==> src/rtl/cmos_video_pkg.sv <==
// Shared types and widths for the parallel-CMOS video source.
// The phase timer reload is "cycles - 1", with a requested length of 0 clamped to one cycle.
package cmos_video_pkg;

    localparam int TIMER_W = 32;
    localparam int COUNT_W = 16;

    typedef enum logic [2:0] {
        ST_IDLE,
        ST_FV_LEAD,
        ST_LINE,
        ST_LINE_GAP,
        ST_FV_TRAIL,
        ST_FRAME_GAP
    } state_t;

    // A phase of N cycles loads N-1; a phase of 0 cycles is stretched to one cycle.
    function automatic logic [TIMER_W-1:0] phase_load(input logic [TIMER_W-1:0] cycles);
        return (cycles == '0) ? '0 : cycles - TIMER_W'(1);
    endfunction

endpackage

==> src/rtl/cmos_phase_timer.sv <==
// Loadable down-counter that times every phase of the video sequence.
// done is high while the count is zero, so a load of N-1 holds a phase for N cycles.
module cmos_phase_timer
    import cmos_video_pkg::*;
(
    input  logic               clk,
    input  logic               rst,
    input  logic               load,
    input  logic [TIMER_W-1:0] load_val,
    output logic               done
);

    logic [TIMER_W-1:0] cnt;

    always_ff @(posedge clk or posedge rst) begin
        if (rst) begin
            cnt <= '0;
        end else if (load) begin
            cnt <= load_val;
        end else if (cnt != '0) begin
            cnt <= cnt - TIMER_W'(1);
        end
    end

    assign done = (cnt == '0);

endmodule

==> src/rtl/cmos_video_source.sv <==
// Parallel-CMOS camera source: a start pulse emits num_frames frames of fv/lv/data
// with programmable line counts, pixel counts and blanking gaps.
module cmos_video_source
    import cmos_video_pkg::*;
#(
    parameter int num_frames        = 1,
    parameter int num_lines         = 4,
    parameter int num_pixels        = 1000,
    parameter int cmos_fv_h_to_lv_h = 800,
    parameter int cmos_lv_l_to_lv_h = 800,
    parameter int cmos_lv_l_to_fv_l = 800,
    parameter int cmos_fv_l_to_fv_h = 800,
    parameter int dwidth            = 10,
    parameter int long_even_line_en = 0
) (
    input  logic              refclk_i,
    input  logic              reset,
    input  logic              start_i,
    output logic              cmos_active_o,
    output logic              cmos_fv,
    output logic              cmos_lv,
    output logic [dwidth-1:0] cmos_data
);

    localparam logic [TIMER_W-1:0] SHORT_LEN = TIMER_W'(num_pixels);
    localparam logic [TIMER_W-1:0] LONG_LEN  =
        (long_even_line_en != 0) ? TIMER_W'(2 * num_pixels) : SHORT_LEN;

    state_t               state;
    logic [COUNT_W-1:0]   frames_left;
    logic [COUNT_W-1:0]   lines_left;
    logic                 line_even;
    logic                 t_load;
    logic [TIMER_W-1:0]   t_val;
    logic                 t_done;

    cmos_phase_timer u_timer (
        .clk      (refclk_i),
        .rst      (reset),
        .load     (t_load),
        .load_val (t_val),
        .done     (t_done)
    );

    // Timer reloads on the same edge the FSM enters the next phase.
    always_comb begin
        t_load = 1'b0;
        t_val  = '0;
        case (state)
            ST_IDLE: begin
                t_load = start_i;
                t_val  = phase_load(TIMER_W'(cmos_fv_h_to_lv_h));
            end
            ST_FV_LEAD: begin
                t_load = t_done;
                t_val  = phase_load(SHORT_LEN);
            end
            ST_LINE: begin
                t_load = t_done;
                t_val  = (lines_left == COUNT_W'(1)) ? phase_load(TIMER_W'(cmos_lv_l_to_fv_l))
                                                     : phase_load(TIMER_W'(cmos_lv_l_to_lv_h));
            end
            ST_LINE_GAP: begin
                t_load = t_done;
                t_val  = line_even ? phase_load(SHORT_LEN) : phase_load(LONG_LEN);
            end
            ST_FV_TRAIL: begin
                t_load = t_done && (frames_left != COUNT_W'(1));
                t_val  = phase_load(TIMER_W'(cmos_fv_l_to_fv_h));
            end
            ST_FRAME_GAP: begin
                t_load = t_done;
                t_val  = phase_load(TIMER_W'(cmos_fv_h_to_lv_h));
            end
            default: begin
                t_load = 1'b0;
                t_val  = '0;
            end
        endcase
    end

    always_ff @(posedge refclk_i or posedge reset) begin
        if (reset) begin
            state         <= ST_IDLE;
            frames_left   <= '0;
            lines_left    <= '0;
            line_even     <= 1'b0;
            cmos_active_o <= 1'b0;
            cmos_fv       <= 1'b0;
            cmos_lv       <= 1'b0;
            cmos_data     <= '0;
        end else begin
            case (state)
                ST_IDLE: begin
                    if (start_i) begin
                        cmos_active_o <= 1'b1;
                        cmos_fv       <= 1'b1;
                        frames_left   <= COUNT_W'(num_frames);
                        lines_left    <= COUNT_W'(num_lines);
                        line_even     <= 1'b0;
                        state         <= ST_FV_LEAD;
                    end
                end
                ST_FV_LEAD: begin
                    if (t_done) begin
                        cmos_lv   <= 1'b1;
                        cmos_data <= '0;
                        state     <= ST_LINE;
                    end
                end
                ST_LINE: begin
                    if (t_done) begin
                        cmos_lv    <= 1'b0;
                        cmos_data  <= '0;
                        lines_left <= lines_left - COUNT_W'(1);
                        state      <= (lines_left == COUNT_W'(1)) ? ST_FV_TRAIL : ST_LINE_GAP;
                    end else begin
                        cmos_data <= cmos_data + dwidth'(1);
                    end
                end
                ST_LINE_GAP: begin
                    if (t_done) begin
                        cmos_lv   <= 1'b1;
                        cmos_data <= '0;
                        line_even <= ~line_even;
                        state     <= ST_LINE;
                    end
                end
                ST_FV_TRAIL: begin
                    if (t_done) begin
                        cmos_fv     <= 1'b0;
                        frames_left <= frames_left - COUNT_W'(1);
                        if (frames_left == COUNT_W'(1)) begin
                            cmos_active_o <= 1'b0;
                            state         <= ST_IDLE;
                        end else begin
                            state <= ST_FRAME_GAP;
                        end
                    end
                end
                ST_FRAME_GAP: begin
                    if (t_done) begin
                        cmos_fv    <= 1'b1;
                        lines_left <= COUNT_W'(num_lines);
                        line_even  <= 1'b0;
                        state      <= ST_FV_LEAD;
                    end
                end
                default: begin
                    state <= ST_IDLE;
                end
            endcase
        end
    end

endmodule

==> config.mk <==
export PLATFORM = sky130hd
export DESIGN_NAME = cmos_video_source
export DESIGN_NICKNAME = d
export VERILOG_FILES = /design/src/rtl/cmos_video_pkg.sv /design/src/rtl/cmos_phase_timer.sv /design/src/rtl/cmos_video_source.sv
export SDC_FILE = /design/constraint.sdc
export NUM_CORES = 1
export LEC_CHECK = 0
export BUFFER_PORTS_ARGS = -buffer_cell sky130_fd_sc_hd__buf_4
export CAP_MARGIN = 20
export CORE_AREA = 2 2 83 85
export CTS_BUF_LIST = sky130_fd_sc_hd__clkbuf_4 sky130_fd_sc_hd__clkbuf_8
export DETAILED_ROUTE_END_ITERATION = 8
export DIE_AREA = 0 0 85 87
export PLACE_DENSITY = 0.85
export SLEW_MARGIN = 20
export SYNTH_ARGS = -nofsm -noshare
export SYNTH_HDL_FRONTEND = slang
export SYNTH_SLANG_ARGS = --single-unit
==> constraint.sdc <==
create_clock -name refclk_i -period 5.7 [get_ports refclk_i]
set_input_delay 0.57 -clock refclk_i [delete_from_list [all_inputs] [get_ports refclk_i]]
set_output_delay 0.57 -clock refclk_i [all_outputs]
set_load 0.05 [all_outputs]
==> results.json, run 1 <==
{
  "detail_route.vias_per_cell": 6.16,
  "clock_sinks": 80,
  "worst-path-max-fanout": 18,
  "setup-tns-final_ns": 0,
  "p_leak_uw": 0.00204,
  "final_common_cell": "dfrtp_1",
  "place_hpwl_um": 6140,
  "max-cap-violations": 0,
  "total_power_uw": 1090,
  "stdcell_count": 578,
  "max-slew-margin-rel_pct": 34.3,
  "cts_buffers": 9,
  "min_period_ns": 3.41,
  "run_status": "finished, final reports clean",
  "combPwrFrac_pct": 2.0,
  "cts_htree_levels": 3,
  "setup_slack_ns": 2.29,
  "fillers": 479,
  "dr.pass1.iters": 5,
  "syn2layout_area_growth_pct": 9.78,
  "initialDrtViolationCount": 253,
  "critPathMaxStageDelay_ns": 0.70,
  "async_flop_share_pct": 100,
  "syn-mean-instance-area_um2": 9.02,
  "rr_startpoint": "u_timer.cnt[14]",
  "dp_cells": 563,
  "layout-drive-gt1-share_pct": 9.04,
  "power-per-cell-area_nw_per_um2": 229,
  "cts_resized": 0,
  "cp.required_ns": 5.98,
  "crit_arrival_ns": 3.69,
  "netSwitchingFraction_pct": 19.9,
  "cts_tree": "yes",
  "grt_overflow_total": 0,
  "yosysSeqAreaShare_pct": 46.1,
  "synth_fp_nets": 491,
  "hold_violations": 0,
  "fin_nets": 504,
  "clk_latency_ns": 0.35,
  "seqPwrFrac_pct": 53.1,
  "n_antenna_cell": 0,
  "grt_max_degree": 81,
  "wire_per_inst_um": 15.7,
  "synth-seq-cells": 80,
  "rows": 30,
  "start_util_pct": 66.1,
  "timing.final.max_slew_violations": 0,
  "synth_cell_types": 51,
  "port_buffers": 15,
  "yosysWarnings": 0,
  "synth_area_um2": 4340,
  "preCtsSetupSlack_ns": 2.32,
  "cp-startpoint": "u_timer.cnt[14]",
  "syn_inst": 481,
  "cp_cell_sequence": "or4_1, or3_1, or3_1, o21ai_1, buf_4, nand2b_1",
  "clk_pin_slew_ns": 0.08,
  "postRouteAntennaNets": 0,
  "remaining_drc_errors": 0,
  "crit_slowest_cell": "or3_1",
  "timing.final.crit_share_pct": 59.8,
  "crit_path_end_kind": "flip-flop",
  "core_area_um2": 6570,
  "num_vias": 3559,
  "hold_path_class": "reg2reg",
  "ios": 16,
  "cts.path.max_buffers": 2,
  "startpoint_type": "flip-flop",
  "critPathKind": "reg2reg",
  "hold_start": "cmos_fv",
  "cts-root-buf": "clkbuf_8",
  "rsz0062_at_grt": "false",
  "cts_setup_buffers": 0,
  "p_int_uw": 872,
  "max_freq_mhz": 293,
  "routed_wl_um": 9100,
  "crit_path_frequent_cell": "or3_1",
  "grt_pass1_wl_um": 15900,
  "die_h_um": 87,
  "grt_usage_pct": 26.7,
  "ir_worst_vdd_v": 0.000232,
  "cts_hold_buf": 0,
  "antenna_found_initial": 0,
  "globalplace.congestion": 0.851,
  "synth_ff_type": "dfrtp_1",
  "die_w_um": 85,
  "synth-edff-count": 0,
  "finClkSkew_ns": 0.0119,
  "clock_power_share_pct": 44.9,
  "grt_pass1_vias": 3466,
  "netSwitchingPower_uw": 217,
  "mostFrequentLayoutCells": "80 x dfrtp_1, 72 x nor2_1, 39 x o21ai_0",
  "dieArea_um2": 7400,
  "tightest_slew_ns": 0.986,
  "setup_viol": 0
}
-- cells by family (layout without fill, tap and decap cells) --
| logic type | after synthesis | after routing | synth area share, % |
|---|---|---|---|
| simple gates | 232 | 232 | 27.9 |
| compound gates | 80 | 80 | 10.7 |
| flops | 80 | 80 | 46.1 |
| xor+xnor | 49 | 49 | 9.89 |
| buf+inv | 32 | 49 | 3.11 |
| fa+ha+maj | 7 | 7 | 2.02 |
| mux | 1 | 1 | 0.231 |
-- sequential cells by signal, indices dropped and copies added, names as in the netlist --
register	count
cmos_lv	1
state	3
lines_left	16
frames_left	16
u_timer.cnt	32
cmos_active_o	1
cmos_data	10
cmos_fv	1
-- synth_stat cells, types with 12 or more instances --
| cell | number | area share, % |
|---|---|---|
| nand3_1 | 25 | 2.9 |
| nor2_1 | 72 | 6.2 |
| o21ai_0 | 39 | 4.5 |
| dfrtp_1 | 80 | 46 |
| nand4_1 | 16 | 2.3 |
| a21oi_1 | 18 | 2.1 |
| nand2_1 | 32 | 2.8 |
| inv_1 | 13 | 1.1 |
| xnor2_1 | 12 | 2.4 |
| nor4_1 | 15 | 2.2 |
| xor2_1 | 37 | 7.5 |
| nor3_1 | 21 | 2.4 |
-- worst max-delay path: cells and delay by family, from the launching register on --
kind	cells	cell delay, ns
DFF	1	0.42
and+or+nand+nor	4	2.00
AOI/OAI and AO/OA	1	0.59
buffers and inverters	1	0.33
-- area by class of cell --
type | instances | area [um2] | share of cell area (%)
clock buffer | 10 | 131 | 2.76
clock inverter | 5 | 106 | 2.23
inverter | 13 | 50.0 | 1.05
multi-input combinational | 369 | 2220 | 46.5
sequential | 80 | 2000 | 42.0
tap | 80 | 100 | 2.10
timing repair buffer | 21 | 158 | 3.31
-- stage by stage --
step | hold WS (ns) | cell area, um2 | utilization, %
2_1_floorplan | 0.483 | 4340 | -
3_3_place_gp | 0.481 | 4530 | 68.9
3_5_place_dp | 0.485 | 4530 | 68.9
4_1_cts | 0.508 | 4760 | 72.5
5_1_grt | 0.536 | 4760 | 72.5
6_report | 0.501 | 4760 | 72.5
-- layer usage --
| metal | global-route usage, % | wire length [um] |
|---|---|---|
| met1 | 33.7 | 3970 |
| met2 | 45.7 | 4510 |
| met3 | 5.50 | 450 |
| met4 | 9.81 | 172 |
| met5 | 0 | 0 |
-- power by group through the flow --
stage               registers, uW  clock network (uW)  logic [uW]
floorplan                     588                   0        15.9
global placement              589                   0        22.0
detailed placement            590                   0        22.6
CTS                           579                 497        22.7
global route                  580                 516        25.8
finish                        579                 488        21.8
-- final timing paths --
check | depth (start not counted) | to | slack [ns]
worst max-delay path | 6 | u_timer.cnt[9] | 2.29
worst min-delay path | 1 | cmos_fv | 0.50
worst max register to register | 6 | u_timer.cnt[9] | 2.29
worst min register to register | 1 | cmos_fv | 0.50
max in group asynchronous | 3 | lines_left[4] | 4.54
min in group asynchronous | 3 | frames_left[2] | 0.51
Power figures use the tool's default switching activity.
==> run 2: changes to the inputs <==
Settings changed: CORE_AREA 2 2 83 85 to 2 2 86 88, DIE_AREA 0 0 85 87 to 0 0 88 90, PLACE_DENSITY 0.85 to 0.8.
Clock period 5.7 ns to 3.3 ns, I/O delays scaled along.
==> results.json, run 2 (synthesis results as in run 1) <==
{
  "n_antenna_cell": 0,
  "max-cap-violations": 0,
  "port_buffers": 15,
  "dr.pass1.iters": 5,
  "critPathMaxStageDelay_ns": 0.64,
  "r2r_slack_ns": 0.30,
  "run_status": "finished, final reports clean",
  "ir_worst_vdd_v": 0.000317,
  "postRouteAntennaNets": 0,
  "timing.final.crit_share_pct": 91.1,
  "initialDrtViolationCount": 205,
  "die_h_um": 90,
  "cp_cell_sequence": "or4_1, or3_1, nor4_4, buf_4, o21ai_0, o21a_1, o21ba_2",
  "rows": 31,
  "place_hpwl_um": 6490,
  "setup_viol": 0,
  "max-slew-margin-rel_pct": 40.8,
  "reg_top3": "u_timer.cnt (32), frames_left (16), lines_left (16)",
  "r2r-end": "lines_left[9]",
  "dieArea_um2": 7920,
  "rsz0062_at_grt": "false",
  "cts_hold_buf": 0,
  "fin_nets": 510,
  "crit_arrival_ns": 3.25,
  "clock_power_share_pct": 46.4,
  "die_w_um": 88,
  "cts-root-buf": "clkbuf_8",
  "p_leak_uw": 0.00208,
  "tightest_slew_ns": 0.886,
  "power-per-cell-area_nw_per_um2": 400,
  "max_freq_mhz": 333,
  "remaining_drc_errors": 0,
  "timing.final.max_slew_violations": 0,
  "cts_buffers": 9,
  "cts_resized": 0,
  "regMostFlops": "u_timer.cnt",
  "cts_setup_buffers": 0,
  "final_common_cell": "dfrtp_1",
  "combPwrFrac_pct": 2.0,
  "mostFrequentLayoutCells": "80 x dfrtp_1, 72 x nor2_1, 39 x o21ai_0",
  "critPathKind": "reg2reg",
  "grt_overflow_total": 0,
  "min_period_ns": 3.00,
  "crit_path_end_kind": "flip-flop",
  "cp.required_ns": 3.54,
  "seq_area_um2": 2000,
  "grt_pass1_wl_um": 16000,
  "hold_violations": 0,
  "layout-drive-gt1-share_pct": 10.3,
  "netSwitchingPower_uw": 396,
  "num_vias": 3579,
  "grt_usage_pct": 25.2,
  "setup-tns-final_ns": 0,
  "final_util_pct": 69.1,
  "start_util_pct": 61.8,
  "cts_htree_levels": 3,
  "syn2layout_area_growth_pct": 11.7,
  "routed_wl_um": 9300,
  "rr_startpoint": "u_timer.cnt[14]",
  "multiInputGateArea_um2": 2220,
  "clk_pin_slew_ns": 0.08,
  "finClkSkew_ns": 0.00757,
  "cts.path.max_buffers": 2,
  "clock_sinks": 80,
  "grt_max_degree": 53,
  "largest_reg_flops": 32,
  "clk_latency_ns": 0.36,
  "grt_pass1_vias": 3472,
  "cts_tree": "yes",
  "antenna_found_initial": 0,
  "reg2regPathDepth": 7,
  "netSwitchingFraction_pct": 20.5,
  "detail_route.vias_per_cell": 5.93,
  "globalplace.congestion": 0.857,
  "seqPwrFrac_pct": 51.5,
  "core_area_um2": 7020,
  "crit_slowest_cell": "or4_1",
  "hold_path_class": "in2async",
  "worst-path-max-fanout": 8,
  "startpoint_type": "flip-flop",
  "ios": 16,
  "p_int_uw": 1540,
  "wire_per_inst_um": 15.4,
  "fillers": 554
}
[run 2: through the flow]
stage	instances	area (um2)	hold WS (ns)	setup slack, ns	power (uW)
after floorplan	481	4340	0.483	0.485	1040
after global placement	588	4590	0.485	0.379	1060
after detailed placement	588	4590	0.492	0.339	1060
after CTS	604	4850	0.163	0.315	1950
after global routing	604	4850	0.233	0.0777	2000
final	604	4850	0.139	0.295	1940
[run 2: power groups by stage]
| stage | clock network, uW | logic (uW) | registers [uW] |
|---|---|---|---|
| 2_1_floorplan | 0 | 27.5 | 1020 |
| 3_3_place_gp | 0 | 39.5 | 1020 |
| 6_report | 900 | 39.3 | 999 |
| 5_1_grt | 953 | 47.6 | 1000 |
| 3_5_place_dp | 0 | 41.1 | 1020 |
| 4_1_cts | 909 | 41.1 | 999 |
[run 2: how the worst max path moves through the flow]
| stage | from | endpoint | slack [ns] | depth (start not counted) |
|---|---|---|---|---|
| finish | u_timer.cnt[14] | lines_left[9] | 0.30 | 7 |
| global route | u_timer.cnt[14] | frames_left[4] | 0.08 | 6 |
| CTS | u_timer.cnt[14] | lines_left[9] | 0.32 | 7 |
| detailed placement | u_timer.cnt[14] | frames_left[4] | 0.34 | 6 |
| global placement | u_timer.cnt[14] | lines_left[9] | 0.38 | 7 |
| floorplan | u_timer.cnt[14] | lines_left[14] | 0.48 | 8 |
[run 2: metal layers]
layer,wire [um],part of all wire [%],up-vias,GRT usage [%]
li1,-,-,1735,-
met1,4200,45,1739,34.2
met2,4540,49,90,39.9
met3,399,4.3,15,4.96
met4,159,1.7,0,9.49
met5,0,0,-,0
[run 2: worst max-delay path: cells and delay by family (launching register included)]
kind | cells | cell delay [ns]
flops | 1 | 0.42
compound gates | 3 | 0.66
simple gates | 3 | 1.60
buf+inv | 1 | 0.22
[run 2: area by class of cell]
type | instances | area share, %
Timing Repair Buffer | 27 | 4.18
Clock inverter | 5 | 2.12
Sequential cell | 80 | 41.3
Inverter | 13 | 1.03
Multi-Input combinational cell | 369 | 45.7
Clock buffer | 11 | 3.12
Tap cell | 99 | 2.55
==> run 3: changes to the inputs <==
Clock period 3.3 ns to 2.8 ns, I/O delays scaled along.
==> results.json, run 3 (synthesis results as in run 1) <==
{
  "cts-root-buf": "clkbuf_8",
  "tightest_slew_ns": 0.719,
  "worst-path-buf-inv": 2,
  "setup_viol": 0,
  "die_w_um": 88,
  "ios": 16,
  "max-cap-violations": 0,
  "num_vias": 3701,
  "cp_cell_sequence": "or4_1, or3_1, buf_4, or3_4, buf_4, nand3_1, xor2_1, nor2_1",
  "netSwitchingPower_uw": 465,
  "layout-drive-gt1-share_pct": 13.9,
  "critPathMaxStageDelay_ns": 0.56,
  "grt_pass1_wl_um": 17000,
  "rr_startpoint": "u_timer.cnt[14]",
  "p_int_uw": 1790,
  "finClkSkew_ns": 0.0168,
  "postRouteAntennaNets": 0,
  "cts_buffers": 9,
  "cp_num_cells": 8,
  "run_status": "complete, but fails checks",
  "reg2regPathDepth": 8,
  "seq_area_um2": 2000,
  "port_buffers": 15,
  "routed_wl_um": 9940,
  "clock_power_share_pct": 45.7,
  "clk_latency_ns": 0.35,
  "cts.path.max_buffers": 2,
  "crit_arrival_ns": 2.92,
  "mostFrequentLayoutCells": "80 x dfrtp_1, 72 x nor2_1, 39 x o21ai_0",
  "grt_overflow_total": 0,
  "rows": 31,
  "timing.final.max_slew_violations": 0,
  "reg_top3": "u_timer.cnt (32), frames_left (16), lines_left (16)",
  "r2r_slack_ns": 0.12,
  "multiInputGateArea_um2": 2260,
  "netSwitchingFraction_pct": 20.6,
  "crit_end": "u_timer.cnt[10]",
  "ir_worst_vdd_v": 0.000280,
  "hold_path_class": "in2async",
  "grt_use_met1_pct": 35.8,
  "setup_slack_ns": 0.123,
  "seqPwrFrac_pct": 52.1,
  "cp-startpoint": "u_timer.cnt[14]",
  "cts_setup_buffers": 0,
  "dp_cells": 600,
  "final_common_cell": "dfrtp_1",
  "worst-path-max-fanout": 14,
  "crit_path_frequent_cell": "buf_4",
  "busiest_layer": "met2",
  "place_hpwl_um": 6980,
  "dr.pass1.iters": 5,
  "hold_violations": 25,
  "cts_htree_levels": 3,
  "wire_per_inst_um": 16.1,
  "globalplace.congestion": 0.860,
  "grtUsageMet3_pct": 5.05,
  "hold-worst-slack_ns": -0.00684,
  "total_power_uw": 2260,
  "largest_reg_flops": 32,
  "cp.required_ns": 3.05,
  "antenna_found_initial": 0,
  "crit_slowest_cell": "or4_1",
  "grt_pass1_vias": 3709,
  "detail_route.vias_per_cell": 6.00,
  "fillers": 493,
  "dieArea_um2": 7920,
  "max_freq_mhz": 374,
  "power-per-cell-area_nw_per_um2": 451,
  "setup-tns-final_ns": 0,
  "startpoint_type": "flip-flop",
  "preCtsSetupSlack_ns": 0.0781,
  "stdcell_count": 617,
  "crit_path_end_kind": "flip-flop",
  "r2r-end": "u_timer.cnt[10]",
  "cts_tree": "yes",
  "die_h_um": 90,
  "grt_max_degree": 47,
  "p_leak_uw": 0.00216,
  "start_util_pct": 61.8,
  "met2_usage_pct": 43.2,
  "timing.final.crit_share_pct": 95.6,
  "regMostFlops": "u_timer.cnt",
  "initialDrtViolationCount": 230,
  "grt_usage_pct": 26.8,
  "n_antenna_cell": 0,
  "core_area_um2": 7020,
  "remaining_drc_errors": 0,
  "combPwrFrac_pct": 2.1,
  "fin_nets": 523,
  "clock_sinks": 80,
  "critPathKind": "reg2reg",
  "syn2layout_area_growth_pct": 15.3,
  "min_period_ns": 2.68,
  "max-slew-margin-rel_pct": 51.7,
  "clk_pin_slew_ns": 0.08,
  "violations": "negative hold slack",
  "critical-path-top-delay-family": "simple AND/OR/NAND/NOR gates"
}
[run 3: cell types whose count changed in the layout (fill, tap and decap cells not counted), moves of 2 or more]
cell,before,now
buf_12,0,2
buf_4,27,36
clkbuf_4,0,2
clkbuf_8,11,9
[run 3: stage by stage]
| step | util (%) | cell area (um2) |
|---|---|---|
| after floorplan | - | 4340 |
| after global placement | 67.1 | 4710 |
| after detailed placement | 67.1 | 4710 |
| after CTS | 70.6 | 4960 |
| after global routing | 71.3 | 5000 |
| final | 71.3 | 5000 |
[run 3: layer usage]
layer,up-vias,wire length (um)
met3,20,481
li1,1775,-
met4,0,179
met2,105,5040
met5,-,0
met1,1801,4240
[run 3: final cells by class]
class | instances | area share [%]
timing repair buffer | 40 | 6.52
multi-input combinational | 369 | 45.2
inverter | 13 | 1.00
tap | 99 | 2.48
sequential | 80 | 40.0
clock buffer | 11 | 2.77
clock inverter | 5 | 2.08
[run 3: how the worst min path moves through the flow]
stage	from	endpoint	slack [ns]	cells past startpoint
4_1_cts	reset	lines_left[8]	0.003	2
2_1_floorplan	start_i	cmos_active_o	0.46	2
5_1_grt	reset	frames_left[11]	0.04	2
3_5_place_dp	reset	u_timer.cnt[20]	0.39	2
6_report	reset	frames_left[11]	-0.007	2
3_3_place_gp	reset	u_timer.cnt[21]	0.37	2
[run 3: power by group through the flow]
stage                     logic, uW  clock network [uW]  registers [uW]
after global routing           56.5                1110            1180
after CTS                      49.5                1050            1180
after detailed placement       49.6                   0            1200
after global placement         48.3                   0            1200
final                          47.8                1030            1180
after floorplan                32.4                   0            1200
[run 3: timing repair]
item                       4_1_cts  5_1_grt
gates resized for setup          0        8
hold buffers                     0        0
setup endpoints to repair        0       24
